### config.mk
export PLATFORM = sky130hd
export DESIGN_NAME = glitch_sequencer
export DESIGN_NICKNAME = d
export VERILOG_FILES = /design/src/rtl/glitch_sequencer.sv
export SDC_FILE = /design/constraint.sdc
export NUM_CORES = 1
export LEC_CHECK = 0
export CORE_AREA = 5 5 180 182
export CTS_CLUSTER_DIAMETER = 120
export DETAILED_ROUTE_END_ITERATION = 16
export DIE_AREA = 0 0 185 187
export DONT_BUFFER_PORTS = 1
export GPL_TIMING_DRIVEN = 0
export HOLD_SLACK_MARGIN = 0.05
export SLEW_MARGIN = 10
export SYNTH_ARGS = -nofsm -noshare
export SYNTH_HDL_FRONTEND = slang
export SYNTH_SLANG_ARGS = --single-unit
### constraint.sdc
create_clock -name clk -period 4.49 [get_ports clk]
set_input_delay 0.898 -clock clk [delete_from_list [all_inputs] [get_ports clk]]
set_output_delay 0.898 -clock clk [all_outputs]
set_load 0.02 [all_outputs]
### src/rtl/glitch_sequencer.sv
// Single-shot glitch sequencer: arm latches timing config, a trigger rising edge
// starts an unsigned delay followed by a train of width/gap pulses.
module glitch_sequencer #(
    parameter int DELAY_W  = 64,
    parameter int WIDTH_W  = 32,
    parameter int REPEAT_W = 16
) (
    input  logic                clk,
    input  logic                rst_n,
    input  logic                arm,
    input  logic                abort,
    input  logic                trigger,
    input  logic [DELAY_W-1:0]  cfg_delay,
    input  logic [WIDTH_W-1:0]  cfg_width,
    input  logic [WIDTH_W-1:0]  cfg_gap,
    input  logic [REPEAT_W-1:0] cfg_repeat,
    output logic                glitch_out,
    output logic                armed,
    output logic                busy,
    output logic                done,
    output logic [REPEAT_W-1:0] pulse_cnt
);

    typedef enum logic [2:0] {IDLE, ARMED, DELAY, PULSE, GAP} state_t;

    state_t              state, state_n;
    logic                trigger_q;
    logic [DELAY_W-1:0]  dly_cnt, dly_cnt_n, delay_l, delay_l_n;
    logic [WIDTH_W-1:0]  cnt, cnt_n, width_l, width_l_n, gap_l, gap_l_n;
    logic [REPEAT_W-1:0] repeat_l, repeat_l_n, pulse_cnt_n;
    logic                glitch_n, done_n, trig_edge;

    assign trig_edge = trigger & ~trigger_q;
    assign armed     = (state == ARMED);
    assign busy      = (state == DELAY) || (state == PULSE) || (state == GAP);

    always_comb begin
        state_n     = state;
        dly_cnt_n   = dly_cnt;
        cnt_n       = cnt;
        delay_l_n   = delay_l;
        width_l_n   = width_l;
        gap_l_n     = gap_l;
        repeat_l_n  = repeat_l;
        pulse_cnt_n = pulse_cnt;
        glitch_n    = glitch_out;
        done_n      = 1'b0;
        if (abort) begin
            // abort outranks arm and trigger; pulse_cnt is left for inspection
            state_n  = IDLE;
            glitch_n = 1'b0;
        end else begin
            case (state)
                IDLE: if (arm) begin
                    delay_l_n   = cfg_delay;
                    width_l_n   = (cfg_width  == '0) ? WIDTH_W'(1)  : cfg_width;
                    gap_l_n     = (cfg_gap    == '0) ? WIDTH_W'(1)  : cfg_gap;
                    repeat_l_n  = (cfg_repeat == '0) ? REPEAT_W'(1) : cfg_repeat;
                    pulse_cnt_n = '0;
                    state_n     = ARMED;
                end
                ARMED: if (trig_edge) begin
                    dly_cnt_n = delay_l;
                    state_n   = DELAY;
                end
                DELAY: begin
                    if (dly_cnt == '0) begin
                        state_n  = PULSE;
                        glitch_n = 1'b1;
                        cnt_n    = width_l - WIDTH_W'(1);
                    end else begin
                        dly_cnt_n = dly_cnt - DELAY_W'(1);
                    end
                end
                PULSE: begin
                    if (cnt == '0) begin
                        glitch_n    = 1'b0;
                        pulse_cnt_n = pulse_cnt + REPEAT_W'(1);
                        if (pulse_cnt + REPEAT_W'(1) == repeat_l) begin
                            done_n  = 1'b1;
                            state_n = IDLE;
                        end else begin
                            state_n = GAP;
                            cnt_n   = gap_l - WIDTH_W'(1);
                        end
                    end else begin
                        cnt_n = cnt - WIDTH_W'(1);
                    end
                end
                GAP: begin
                    if (cnt == '0) begin
                        state_n  = PULSE;
                        glitch_n = 1'b1;
                        cnt_n    = width_l - WIDTH_W'(1);
                    end else begin
                        cnt_n = cnt - WIDTH_W'(1);
                    end
                end
                default: state_n = IDLE;
            endcase
        end
    end

    always_ff @(posedge clk or negedge rst_n) begin
        if (!rst_n) begin
            state      <= IDLE;
            trigger_q  <= 1'b0;
            dly_cnt    <= '0;
            cnt        <= '0;
            delay_l    <= '0;
            width_l    <= '0;
            gap_l      <= '0;
            repeat_l   <= '0;
            pulse_cnt  <= '0;
            glitch_out <= 1'b0;
            done       <= 1'b0;
        end else begin
            state      <= state_n;
            trigger_q  <= trigger;
            dly_cnt    <= dly_cnt_n;
            cnt        <= cnt_n;
            delay_l    <= delay_l_n;
            width_l    <= width_l_n;
            gap_l      <= gap_l_n;
            repeat_l   <= repeat_l_n;
            pulse_cnt  <= pulse_cnt_n;
            glitch_out <= glitch_n;
            done       <= done_n;
        end
    end

endmodule

==> metrics.cfg <==
[logic_synthesis]
ys_types=76
synth_largest_area_cell=dfrtp_1
synth_xor_area_share_pct=5.20
synth_ff_type=dfrtp_1
yosys.area.top_type_share_pct=43.7
synth_simple_gate_area_share_pct=19.8
syn_inst=1542
synthAdderAreaFrac_pct=0.584
synth_top_family_by_area=simple AND/OR/NAND/NOR gates
synth_compound_area_share_pct=16.3
ys_seq_area_share_pct=43.7
synth.mux.area_fraction_pct=11.3
yosys_warnings=0
synthesis.area_sq_um=15000
syn_avg_cell_area_sq_um=9.72
synth_enable_flop_cells=0
synth_area_leaders=dfrtp_1, mux2_2, nor2_1, xnor2_1, nor4_1
async_flop_share_pct=100
syn_nets=1698
synth-seq-cells=262

[critical_path]
critPathMaxFanout=10
slowest_stage=dfrtp_1
worst-setup-path-type=reg2reg
crit_chain=ha_1 > nand2_1 > or4_1 > clkbuf_1 > a211o_1 > a211oi_1 > nand4_2 > nand2_4 > buf_4 > mux2i_1
worstPathArrival_ns=4.33
end_kind=flip-flop
start_kind=flip-flop
cpPeakStageDelay_ns=0.57
required_ns=4.96

[global_routing]
overflow=0
antenna_found_initial=5
track_usage_pct=27.2
grt_pass1_wl_mm=75.2
grt_pass1_vias=12877
grt_max_degree=263

[floorplan]
die_w_um=185
core_area_sq_um=30400
io_pins=169
die_h_um=187
start_util_pct=49.3
rows=64
die_area_sq_um=34600

[worst_hold_path]
hp-class=in2async

[route]
dr.pass1.iters=5
drc=0
vias_per_cell=6.56
antenna_left=0
detail_route.wirelength_mm=48.3
dr_total_vias=13067
drt_iter0_drc=1239
wl_per_cell_um=24.2

[clock_network]
post_cts_resized=0
h-tree-depth=1
post-cts-setup-buffers=0
path_clk_slew_ns=0.06
cts_tree=built
clockRootBuffer=clkbuf_16
cts.path.max_buffers=3
cts_buffers=29
clock_sinks=262
clk_latency_ns=0.55

[sta]
skew_ns=0.0103
post-route-period-util_pct=86.0
hold_ws_ns=0.0769
finalSetupViolations=0
rsz0062_at_grt=no
max_freq_ghz=0.259
worst_pin_slew_ns=1.24
slew_viol_final=0
post-route-min-period_ns=3.86
hold_viol=0
maxSlewHeadroom_pct=16.6
fin_tns_setup_ns=0

[placement]
io_buffer_count=0
dp_hpwl_mm=34.5
gp_congestion=0.942

[run]
cap_violations=0

[finish]
nNetsFinal=1732
areaGrowthSynthToFinish_pct=9.86
drive_gt1_share_pct=14.2

[power]
power.leakage_nw=6.19
p_per_area_nw_per_um2=582
vdd_drop_max_uv=371

[status]
status=completed

path summary, 6_finish.rpt:
kind,startpoint,endpoint,slack (ns),cells after the start
max in group asynchronous,rst_n,gap_l[20]$_DFFE_PN0P_,3.42,1
max reg2reg,pulse_cnt[0]$_DFFE_PN0P_,cnt[25]$_DFFE_PN0P_,0.63,10
min in group clk,trigger,trigger_q$_DFF_PN0_,0.37,0
min reg2reg,cnt[17]$_DFFE_PN0P_,cnt[17]$_DFFE_PN0P_,0.50,1
max,pulse_cnt[0]$_DFFE_PN0P_,cnt[25]$_DFFE_PN0P_,0.63,10
min,rst_n,gap_l[30]$_DFFE_PN0P_,0.08,0
logic make-up after synthesis:
logic type	Yosys count
adder cells (fa/ha/maj)	7
multiplexers	151
buffers and inverters	116
AND/OR/NAND/NOR	557
XOR/XNOR	89
AO/OA/AOI/OAI	360
flip-flops	262
per-stage QoR:
step	total power, mW	instance area, sq um	utilization [%]	cells	setup slack, ns
after global routing	10.1	16500	54.1	1991	0.516
after CTS	9.56	16400	54.0	1988	0.659
after global placement	7.05	15500	50.9	1938	0.671
final	9.59	16500	54.1	1993	0.627
after floorplan	6.21	15000	-	1542	1.46
after detailed placement	7.14	15500	50.9	1938	0.712
power by group:
part	switching [mW]	total, mW	internal [mW]	leakage (nW)
Clock	0.979	2.38	1.40	0.465
Combinational	1.51	2.90	1.39	2.57
Sequential	1.03	4.31	3.28	3.15
Total	3.52	9.59	6.07	6.19
cell usage in the layout, fill, tap and decap left out, drive strengths merged, types with 10 or more instances in the layout:
master / n
or3: 25
nand3: 47
dfrtp: 262
nand2: 79
nor2: 142
o31ai: 38
a22oi: 17
a211oi: 12
or4: 23
nor4: 78
or2: 10
a2bb2oi: 26
o21ai: 83
inv: 20
nor3: 76
nand2b: 10
o2bb2ai: 17
a21oi: 67
mux2: 143
o22ai: 20
buf: 23
o32ai: 12
a31oi: 18
nand4: 21
xor2: 36
xnor2: 53
clkbuf: 115
layer usage:
metal | share of wire, % | global-route usage (%) | vias to the layer above
li1 | - | - | 5914
met1 | 42 | 38.4 | 6402
met2 | 43 | 40.2 | 645
met3 | 12 | 9.30 | 98
met4 | 2.6 | 6.86 | 8
met5 | 0.13 | 0 | -
Yosys cell counts (all sizes together) (12+ instances only):
master     n
nor4      78
o32ai     12
o2bb2ai   17
o22ai     20
a21oi     67
a22oi     17
a2bb2oi   26
dfrtp    262
clkbuf    74
nand4     21
nor3      76
inv       20
or4       23
a211oi    12
nand3     47
xor2      36
buf       22
nor2     142
mux2     143
o31ai     38
a31oi     18
o21ai     83
xnor2     53
nand2     79
or3       25
worst max-delay path, delay by kind of cell (launching register included):
kind / cells / cell delay, ns
muxes: 1 / 0.21
AOI/OAI and AO/OA: 2 / 0.71
and+or+nand+nor: 4 / 1.48
DFF: 1 / 0.57
buffers and inverters: 2 / 0.44
adders and majority gates: 1 / 0.36
area by class of cell:
type	count	area, sq um
Antenna cell	2	5.00
Buffer	96	384
Clock buffer	41	841
Clock inverter	9	97.6
Fill cell	2756	14000
Inverter	20	75.1
Multi-Input combinational cell	1164	7980
Sequential cell	262	6560
Tap cell	396	495
Timing Repair Buffer	3	40.0
flip-flops by register name, indices dropped and copies added (netlist names):
| signal | flops |
|---|---|
| delay_l | 64 |
| dly_cnt | 64 |
| cnt | 32 |
| gap_l | 32 |
| width_l | 32 |
| pulse_cnt | 16 |
| repeat_l | 16 |
| state | 3 |
| done | 1 |
| glitch_out | 1 |
| trigger_q | 1 |
(Power assumes the default switching activity.)
